[config.mk]
export PLATFORM = sky130hd
export DESIGN_NAME = mem_req_queue
export DESIGN_NICKNAME = d
export VERILOG_FILES = /design/src/rtl/mem_pkg.sv /design/src/rtl/sync_fifo.sv /design/src/rtl/mem_req_queue.sv
export SDC_FILE = /design/constraint.sdc
export NUM_CORES = 1
export LEC_CHECK = 0
export BUFFER_PORTS_ARGS = -buffer_cell sky130_fd_sc_hd__buf_2
export CORE_MARGIN = 1.5
export CORE_UTILIZATION = 55
export CTS_CLUSTER_DIAMETER = 50
export DETAILED_ROUTE_END_ITERATION = 12
export PLACE_DENSITY = 0.77
export SLEW_MARGIN = 20
export SYNTH_ARGS = -nofsm -noshare
export SYNTH_HDL_FRONTEND = slang
export SYNTH_SLANG_ARGS = --single-unit
export TNS_END_PERCENT = 100
[constraint.sdc]
create_clock -name clk -period 4.4 [get_ports clk]
set_input_delay 0.66 -clock clk [delete_from_list [all_inputs] [get_ports clk]]
set_output_delay 0.66 -clock clk [all_outputs]
set_load 0.01 [all_outputs]
[src/rtl/mem_pkg.sv]
// Shared types and helpers for the memory request queue: op encoding,
// queue entry layout, kseg translation and store lane alignment.
package mem_pkg;

    typedef enum logic [3:0] {
        OP_LB  = 4'd0,
        OP_LBU = 4'd1,
        OP_LH  = 4'd2,
        OP_LHU = 4'd3,
        OP_LW  = 4'd4,
        OP_SB  = 4'd5,
        OP_SH  = 4'd6,
        OP_SW  = 4'd7,
        OP_SWL = 4'd8,
        OP_SWR = 4'd9
    } mem_op_t;

    localparam logic [31:0] KSEG0_BASE     = 32'h8000_0000;
    localparam logic [31:0] KSEG1_END      = 32'hBFFF_FFFF;
    localparam logic [31:0] KSEG_PHYS_MASK = 32'h1FFF_FFFF;

    localparam logic [1:0] SIZE_BYTE = 2'd0;
    localparam logic [1:0] SIZE_HALF = 2'd1;
    localparam logic [1:0] SIZE_WORD = 2'd2;

    // Strobes and data for one 32-bit word; 64-bit placement happens at issue.
    typedef struct packed {
        logic [3:0]  strb;
        logic [31:0] data;
    } lane_t;

    // Queue entry. Only the word address is kept: the bus address has its
    // low bits forced to zero, and bit 0 of waddr picks the half on a
    // 64-bit bus.
    typedef struct packed {
        logic        wr;
        logic [29:0] waddr;
        logic [1:0]  size;
        logic [3:0]  wstrb;
        logic [31:0] wdata;
    } mem_req_t;

    function automatic logic op_is_store(mem_op_t op);
        logic r;
        case (op)
            OP_SB, OP_SH, OP_SW, OP_SWL, OP_SWR: r = 1'b1;
            default:                             r = 1'b0;
        endcase
        return r;
    endfunction

    // SWL/SWR are partial word writes described entirely by their strobes.
    function automatic logic [1:0] op_size(mem_op_t op);
        logic [1:0] r;
        case (op)
            OP_LB, OP_LBU, OP_SB: r = SIZE_BYTE;
            OP_LH, OP_LHU, OP_SH: r = SIZE_HALF;
            default:              r = SIZE_WORD;
        endcase
        return r;
    endfunction

    function automatic logic op_misaligned(mem_op_t op, logic [1:0] ofs);
        logic r;
        case (op)
            OP_LH, OP_LHU, OP_SH: r = ofs[0];
            OP_LW, OP_SW:         r = |ofs;
            default:              r = 1'b0;
        endcase
        return r;
    endfunction

    function automatic logic [31:0] kseg_translate(logic [31:0] va, logic en);
        logic [31:0] r;
        if (en && (va >= KSEG0_BASE) && (va <= KSEG1_END)) begin
            r = va & KSEG_PHYS_MASK;
        end else begin
            r = va;
        end
        return r;
    endfunction

    // Little-endian lane placement within a word; loads get no strobes.
    function automatic lane_t lane_align(mem_op_t op, logic [1:0] ofs, logic [31:0] rt);
        lane_t r;
        r.strb = 4'b0000;
        r.data = 32'h0;
        case (op)
            OP_SB: begin
                r.strb = 4'b0001 << ofs;
                r.data = {24'h0, rt[7:0]} << {ofs, 3'b000};
            end
            OP_SH: begin
                r.strb = 4'b0011 << ofs;
                r.data = {16'h0, rt[15:0]} << {ofs, 3'b000};
            end
            OP_SW: begin
                r.strb = 4'b1111;
                r.data = rt;
            end
            OP_SWL: begin
                // 3 - ofs == ~ofs for a 2-bit offset
                r.strb = 4'b1111 >> (~ofs);
                r.data = rt >> {~ofs, 3'b000};
            end
            OP_SWR: begin
                r.strb = 4'b1111 << ofs;
                r.data = rt << {ofs, 3'b000};
            end
            default: begin
                r.strb = 4'b0000;
                r.data = 32'h0;
            end
        endcase
        return r;
    endfunction

endpackage

[src/rtl/sync_fifo.sv]
// In-order FIFO with occupancy count and a flush that can optionally keep
// the current head entry alive.
module sync_fifo #(
    parameter int WIDTH = 8,
    parameter int DEPTH = 4
) (
    input  logic                         clk,
    input  logic                         rst,
    input  logic                         wr_en,
    input  logic [WIDTH-1:0]             wr_data,
    input  logic                         rd_en,
    input  logic                         flush,
    input  logic                         keep_head,
    output logic [WIDTH-1:0]             rd_data,
    output logic                         full,
    output logic                         empty,
    output logic [$clog2(DEPTH+1)-1:0]   count
);

    localparam int PTR_W = $clog2(DEPTH);
    localparam int CNT_W = $clog2(DEPTH+1);

    logic [WIDTH-1:0] mem [DEPTH];
    logic [PTR_W-1:0] wr_ptr;
    logic [PTR_W-1:0] rd_ptr;
    logic             do_wr;
    logic             do_rd;

    assign full    = (count == CNT_W'(DEPTH));
    assign empty   = (count == '0);
    assign do_wr   = wr_en && !full;
    assign do_rd   = rd_en && !empty;
    assign rd_data = mem[rd_ptr];

    // Entry storage; writes are dropped during flush so no stale entry lands.
    always_ff @(posedge clk) begin
        if (do_wr && !flush) begin
            mem[wr_ptr] <= wr_data;
        end
    end

    // Pointers and count; flush either empties or collapses to the head only.
    always_ff @(posedge clk or posedge rst) begin
        if (rst) begin
            wr_ptr <= '0;
            rd_ptr <= '0;
            count  <= '0;
        end else if (flush) begin
            if (keep_head && !empty) begin
                wr_ptr <= rd_ptr + PTR_W'(1);
                count  <= CNT_W'(1);
            end else begin
                wr_ptr <= '0;
                rd_ptr <= '0;
                count  <= '0;
            end
        end else begin
            if (do_wr) begin
                wr_ptr <= wr_ptr + PTR_W'(1);
            end
            if (do_rd) begin
                rd_ptr <= rd_ptr + PTR_W'(1);
            end
            case ({do_wr, do_rd})
                2'b10:   count <= count + CNT_W'(1);
                2'b01:   count <= count - CNT_W'(1);
                default: count <= count;
            endcase
        end
    end

endmodule

[src/rtl/mem_req_queue.sv]
// Execute-side memory request queue: alignment check with AdEL/AdES
// reporting, kseg translation, lane alignment, and an in-order FIFO issuing
// on a valid/ready port toward the cache/AXI bridge.
module mem_req_queue
    import mem_pkg::*;
#(
    parameter int DATA_W   = 32,
    parameter int DEPTH    = 4,
    parameter int KSEG_MAP = 1
) (
    input  logic                         clk,
    input  logic                         rst,
    input  logic                         in_valid,
    output logic                         in_ready,
    input  mem_op_t                      in_op,
    input  logic [31:0]                  in_addr,
    input  logic [31:0]                  in_wdata,
    input  logic                         flush,
    output logic                         exc_valid,
    output logic                         exc_ades,
    output logic [31:0]                  exc_badvaddr,
    output logic                         req_valid,
    input  logic                         req_ready,
    output logic                         req_wr,
    output logic [31:0]                  req_addr,
    output logic [1:0]                   req_size,
    output logic [DATA_W/8-1:0]          req_wstrb,
    output logic [DATA_W-1:0]            req_wdata,
    output logic [$clog2(DEPTH+1)-1:0]   occupancy
);

    localparam int REQ_W = $bits(mem_req_t);

    logic        fifo_full;
    logic        fifo_empty;
    logic        accept;
    logic        misaligned;
    logic        enq;
    logic        deq;
    logic        keep_head;
    logic [31:0] paddr;
    lane_t       lane;
    mem_req_t    enq_req;
    mem_req_t    head_req;

    // in_ready also drops combinationally with rst so EXE never sees a
    // ready queue while it is being cleared.
    assign in_ready   = !rst && !fifo_full && !flush;
    assign accept     = in_valid && in_ready;
    assign misaligned = op_misaligned(in_op, in_addr[1:0]);
    assign enq        = accept && !misaligned;

    assign req_valid  = !fifo_empty;
    assign deq        = req_valid && req_ready;
    // A head already on the port without ready must finish its handshake,
    // so it survives the flush.
    assign keep_head  = flush && req_valid && !req_ready;

    assign paddr = kseg_translate(in_addr, KSEG_MAP != 0);
    assign lane  = lane_align(in_op, paddr[1:0], in_wdata);

    // Pack the translated, lane-aligned request into a queue entry.
    always_comb begin
        enq_req       = '0;
        enq_req.wr    = op_is_store(in_op);
        enq_req.waddr = paddr[31:2];
        enq_req.size  = op_size(in_op);
        enq_req.wstrb = lane.strb;
        enq_req.wdata = lane.data;
    end

    sync_fifo #(
        .WIDTH (REQ_W),
        .DEPTH (DEPTH)
    ) u_fifo (
        .clk       (clk),
        .rst       (rst),
        .wr_en     (enq),
        .wr_data   (enq_req),
        .rd_en     (deq),
        .flush     (flush),
        .keep_head (keep_head),
        .rd_data   (head_req),
        .full      (fifo_full),
        .empty     (fifo_empty),
        .count     (occupancy)
    );

    // Address-error pulse, one cycle after the faulting op is accepted;
    // flush does not cancel a pulse that is already registered.
    always_ff @(posedge clk or posedge rst) begin
        if (rst) begin
            exc_valid    <= 1'b0;
            exc_ades     <= 1'b0;
            exc_badvaddr <= 32'h0;
        end else begin
            exc_valid <= accept && misaligned;
            if (accept && misaligned) begin
                exc_ades     <= op_is_store(in_op);
                exc_badvaddr <= in_addr;
            end
        end
    end

    assign req_wr   = head_req.wr;
    assign req_size = head_req.size;

    // Bus-width specific placement of the stored word.
    if (DATA_W == 64) begin : g_bus64
        assign req_addr  = {head_req.waddr[29:1], 3'b000};
        assign req_wstrb = head_req.waddr[0] ? {head_req.wstrb, 4'b0000}
                                             : {4'b0000, head_req.wstrb};
        assign req_wdata = head_req.waddr[0] ? {head_req.wdata, 32'h0}
                                             : {32'h0, head_req.wdata};
    end else begin : g_bus32
        assign req_addr  = {head_req.waddr, 2'b00};
        assign req_wstrb = head_req.wstrb;
        assign req_wdata = head_req.wdata;
    end

endmodule

* Yosys cells after proc, flatten, opt, wreduce, memory -nomap -nowiden
Memory sizes are Yosys's and may differ from the RTL's.
Cells that the tools add are included.
** Word-level totals
- RAM bits :: 276
- Logic and storage cells :: 81
- Input bits :: 73
- Register bits :: 41
- Memories kept :: 1
- Output and inout port bits :: 110
** Memory list
- u_fifo.mem :: depth 4, bits a word 69, rd ports 1, clocked after memory_dff 0, write ports 1, line sync_fifo.sv:23 : logic [WIDTH-1:0] mem [DEPTH];
** Cells by class
- Eq/ne operators :: 13
- Muxes and demuxes :: 16
- Reduce and logical (&&, ||, !) cells :: 30
- Magnitude comparators :: 2
- Shift operators :: 8
- $add $sub $neg :: 4
- Bitwise logic cells :: 1
** Operators by type and width (number)
- $pmux W36 S5 :: 1
- $ge A32 B32 Y1 const B :: 1
- $le A32 B32 Y1 const B :: 1
- $mux W32 :: 1
- $shl A16 B5 Y32 :: 1
- $shl A32 B5 Y32 :: 1
- $shl A8 B5 Y32 :: 1
- $shr A32 B5 Y32 :: 1
- $eq A4 B3 Y1 const B :: 4
- $logic_and A1 B1 Y1 :: 13
- $mux W2 :: 6
- $eq A4 B2 Y1 const B :: 2
- $eq A4 B4 Y1 const B :: 2
- $logic_not A1 Y1 :: 6
- $pmux W3 S2 :: 1
- $reduce_or A3 Y1 :: 2
- $reduce_or A5 Y1 :: 1
- $add A2 B1 Y2 const B :: 2
- $eq A4 B1 Y1 const B :: 1
- $logic_not A4 Y1 :: 1
- $mux W1 :: 4
- $pmux W2 S2 :: 1
- $reduce_bool A2 Y1 :: 2
- $reduce_or A2 Y1 :: 2
- other kinds (16) :: 16

* Logic depth before layout (Yosys ltp)
- Depth in word-level cells :: 10
- Mapped depth :: 9
- Mapped depth without buffers :: 8

* By module
From an unflattened synthesis, not the netlist that was laid out.
** Unflattened totals
- Cell total of the unflattened synthesis :: 746
- Area total of the unflattened synthesis :: 13681.9 um^2
** By module, submodules not included
- sync_fifo :: area each 10605.2 um^2, cells an instance 429, instances 1
- mem_req_queue :: area each 3076.7 um^2, cells an instance 317, instances 1

* Worst setup path after synthesis
No wires, ideal clock.
- Path type :: input to register
- Start :: input in_op[1]
- End :: memory u_fifo.mem[0][0] in the netlist's numbering, enable pin
- Path buffers :: 1
- Arrival time :: 3196 ps
- Slack :: 769 ps
- Required time :: 3965 ps
- Stages on the path :: 5
- Cell sequence :: buf_4 > xor2_2 > nor4_2 > nor3_4 > and2_1
** On the way
- Word-level cells in the longest chain between the ends :: 9
- Elaborated cells between the ends (all ways) :: 14
- Classes of those cells :: 5 x eq/ne; 3 x mux; 6 x reduce/logical
** RTL lines
- from (decl) :: line mem_req_queue.sv:15 : input mem_op_t in_op,
- $eq A4 B3 Y1 / $eq A4 B2 Y1 (equally long branches) :: line mem_pkg.sv:65 : case (op)
- $reduce_or A3 Y1 / $reduce_or A2 Y1 (equally long branches) :: line mem_pkg.sv:65
- $pmux W1 S2 * :: line mem_pkg.sv:65
- $logic_not A1 Y1 * :: line mem_req_queue.sv:51 : assign enq = accept && !misaligned;
- $logic_and A1 B1 Y1 * :: line mem_req_queue.sv:51
- $logic_and A1 B1 Y1 * :: line sync_fifo.sv:31 : assign do_wr = wr_en && !full;
- $logic_and A1 B1 Y1 * :: line sync_fifo.sv:37 : if (do_wr && !flush) begin
- $mux W1 * :: line sync_fifo.sv:37
- $mux W1 (not written as such) * :: line sync_fifo.sv:38 : mem[wr_ptr] <= wr_data;
- to (decl) :: line sync_fifo.sv:23
Every way passes the cells marked *; elsewhere a longest branch is shown, timed or not.

* Final worst setup path
- Start :: register u_fifo.rd_ptr[0]
- End :: output req_wdata[1]
** On the way
- Word-level cells in the longest chain between the ends :: 1
** RTL lines
- from (decl) :: line sync_fifo.sv:25 : logic [PTR_W-1:0] rd_ptr;
- from (signal assigned) :: line sync_fifo.sv:62 : rd_ptr <= rd_ptr + PTR_W'(1);
- $mem_v2 Z4 W69
- to (decl) :: line mem_req_queue.sv:28 : output logic [DATA_W-1:0] req_wdata,
Every way passes these cells.

==> impl_metrics.csv <==
group,metric,value,unit
outcome,status,"complete, no violations",
timing,maxSlewViolCount,0,
worst_setup_path,cp.arrival,2550,ps
cts,cts_hold_buffers,0,
power,peakVddDrop,0.000370,V
yosys,synth_edf_count,276,
cts,cts.path.max_buffers,3,
worst_setup_path,cpPeakStageDelay,740,ps
finish,stdcell_count,1261,
worst_setup_path,crit_path_end_kind,"output port",
worst_setup_path,crit_family,"flip-flops",
yosys,seq_area_frac_synth,70.3,%
die,core-area,23500,um^2
run,drv_cap,0,
routing,vias,7590,
placement,dp_hpwl,18400,um
worst_setup_path,cp_max_fo,50,
worst_setup_path,critical_path.startpoint,"u_fifo.rd_ptr[0]",
die,initial_core_util,56.3,%
yosys,ys_warn_count,0,
finish,stdcell_area,15700,um^2
timing,finalSetupViolCount,0,
routing,drt_wl_total,29300,um
yosys,syn_avg_cell_area,18.2,um^2
cts,ctsResizeCount,0,
cts,clk_pin_slew,60,ps
placement,pre_cts_ws,1180,ps
routing,drc,0,
routing,ant_nets,0,
die,die_area,25000,um^2
power,leakage,5.65,nW
finish,drive_gt1_share,40.4,%
finish,syn_to_final_growth,18.1,%
yosys,syn_inst,728,
die,rows,56,
routing,wl_per_cell,23.2,um
timing,rsz0062_at_grt,"no",
cts,clock_latency,520,ps
yosys,ys_async_sr_fraction,12.9,%
worst_setup_path,critical_path_buf_inv_count,2,
placement,globalplace.congestion,0.937,
global_route,grt_max_degree,74,
routing,drt_iter0_markers,631,
cts,cts.sinks,317,
cts,numCtsBuffers,36,
worst_setup_path,cp-start-kind,"register",
die,boundaryPins,183,
timing,maxClockFrequency,0.311,GHz
routing,viasPerCell,6.02,
placement,dpl.cell_count,1196,
yosys,ys_ff_latch,317,
worst_setup_path,crit_slowest_cell,"dfrtp_4",
worst_setup_path,path_class,"reg -> out",
hold_path,hp-class,"in -> async",
global_route,grt_util_all_layers,23.9,%
global_route,grt_overflow_total,0,
worst_setup_path,timing.critical_path.cells,"buf_12 -> mux4_2 -> buf_2",
timing,tns,0,ps
timing,worst_pin_slew,1110,ps
yosys,netlist_area,13300,um^2
global_route,grt_pass1_wl,43900,um
yosys,synth_ff_type,"edfxtp_1",
cts,cts.htree.levels,2,
cts,cts_tree,"yes",
placement,place_area,14500,um^2
timing,max_slew_margin,26.0,%
timing,hold_ws,289,ps
global_route,antenna_found_initial,4,
timing,finalHoldViolCount,0,
worst_setup_path,reg2reg_from,"u_fifo.count[1]",
finish,layout.nets,993,
power,powerDensity,544,nW/um^2
cts,root_buffer,"clkbuf_16",
global_route,grt_pass1_vias,7586,
timing,fin_skew,18.4,ps
placement,port_buffers,180,
cts,post_cts_buffers,0,
finish,fill_cells,1598,
yosys,synth_cell_type_count,57,
timing,period_share,73.1,%
timing,post-route-min-period,3210,ps
timing,timing.final.ws_setup,1190,ps
die,die_h,158,um
worst_setup_path,cp.required,3740,ps
die,dieWidth,158,um
routing,dr.pass1.iters,9,
[cell type report]
class	count	area [um^2]	share of cell area, %
Antenna cell	1	2.50	0.0160
Clock inverter	21	228	1.45
Inverter	12	46.3	0.296
Tap cell	319	399	2.55
Multi-Input combinational cell	354	3670	23.5
Clock buffer	43	947	6.05
Timing Repair Buffer	194	1040	6.66
Sequential cell	317	9320	59.5
[power breakdown]
group / internal [mW] / switching (mW) / leakage [nW]
sequential: 3.53 / 0.240 / 3.04
clock: 1.74 / 1.16 / 0.582
combinational: 0.928 / 0.928 / 2.03
total: 6.20 / 2.33 / 5.65
[cells in the mapped netlist, types with 2 or more instances]
master,number,area [um^2]
a221o_1,2,20.0
mux4_2,72,1620
a21o_1,11,82.6
buf_1,3,11.3
nor2_1,15,56.3
edfxtp_1,276,8290
mux2i_1,10,100
nand3b_1,2,15.0
a311oi_1,2,17.5
o22ai_1,4,25.0
o221ai_1,5,43.8
a22oi_1,14,105
a31oi_1,4,25.0
buf_2,10,50.1
nor2b_1,7,43.8
ha_1,4,50.1
inv_1,12,45.0
o21ai_0,36,180
nor3_1,5,25.0
a2bb2oi_1,2,17.5
clkbuf_1,23,86.3
a21oi_1,25,125
buf_4,6,45.0
xnor2_1,2,17.5
xor2_1,2,17.5
dfrtp_1,41,1030
nand2b_1,9,56.3
and2_1,8,50.1
mux2_2,42,473
a22o_1,11,96.3
a222oi_1,3,30.0
buf_6,4,45.0
a211oi_1,3,22.5
nand2_1,30,113
[cell families (layout without fill, tap and decap cells)]
logic type | Yosys count | in the layout | share of synthesized area, %
adder cells (fa/ha/maj) | 6 | 6 | 0.604
buffers and inverters | 58 | 270 | 2.13
AO/OA/AOI/OAI | 130 | 130 | 6.55
multiplexers | 125 | 125 | 16.6
other | 1 | 3 | 0.0283
flip-flops | 317 | 317 | 70.3
AND/OR/NAND/NOR | 86 | 86 | 3.41
XOR/XNOR | 5 | 5 | 0.387
[flip-flops by register name (all words and copies together), names as in the netlist]
| name | count |
|---|---|
| u_fifo.count | 3 |
| exc_ades | 1 |
| u_fifo.mem | 276 |
| u_fifo.rd_ptr | 2 |
| u_fifo.wr_ptr | 2 |
| exc_valid | 1 |
| exc_badvaddr | 32 |
[layer usage]
layer | vias to the layer above | GRT usage [%] | wire length [um]
met2 | 348 | 38.8 | 14700
met3 | 76 | 5.33 | 2240
met4 | 4 | 9.88 | 970
li1 | 3329 | - | -
met5 | - | 0 | 25
met1 | 3833 | 31.6 | 11300
[stage by stage]
stage               utilization (%)  power, mW
finish                         66.5       8.53
global route                   66.5       8.88
CTS                            66.5       8.62
detailed placement             61.5       5.70
global placement               61.5       5.67
floorplan                         -       4.95
[placed cells by master (no fill, tap or decap), drive strengths merged, types with 2 or more instances in the layout]
cell,count
dfrtp,41
a22o,11
nor2,15
o21ai,36
a21o,11
ha,4
nor2b,7
o221ai,5
xor2,3
nor4,2
mux2i,10
clkinv,16
a22oi,14
a21oi,25
o21bai,2
and2,8
mux4,72
clkbuf,43
a221o,2
a222oi,3
nand3b,2
a31oi,4
o22ai,4
nand2b,9
bufinv,3
buf,194
a2bb2oi,2
nand2,30
inv,14
a211oi,3
conb,2
nor3,7
xnor2,2
mux2,43
edfxtp,276
a311oi,2
[final timing paths]
kind	to	slack, ps	cells past startpoint
worst max-delay path	req_wdata[1]	1190	3
worst min register to register	exc_badvaddr[2]	500	1
worst min-delay path	exc_badvaddr[1]	290	2
worst max register to register	u_fifo.mem[1][62]	1980	4
max in group asynchronous	u_fifo.rd_ptr[0]	3540	2
min in group clk	u_fifo.mem[1][41]	380	1
(Power assumes the default switching activity.)
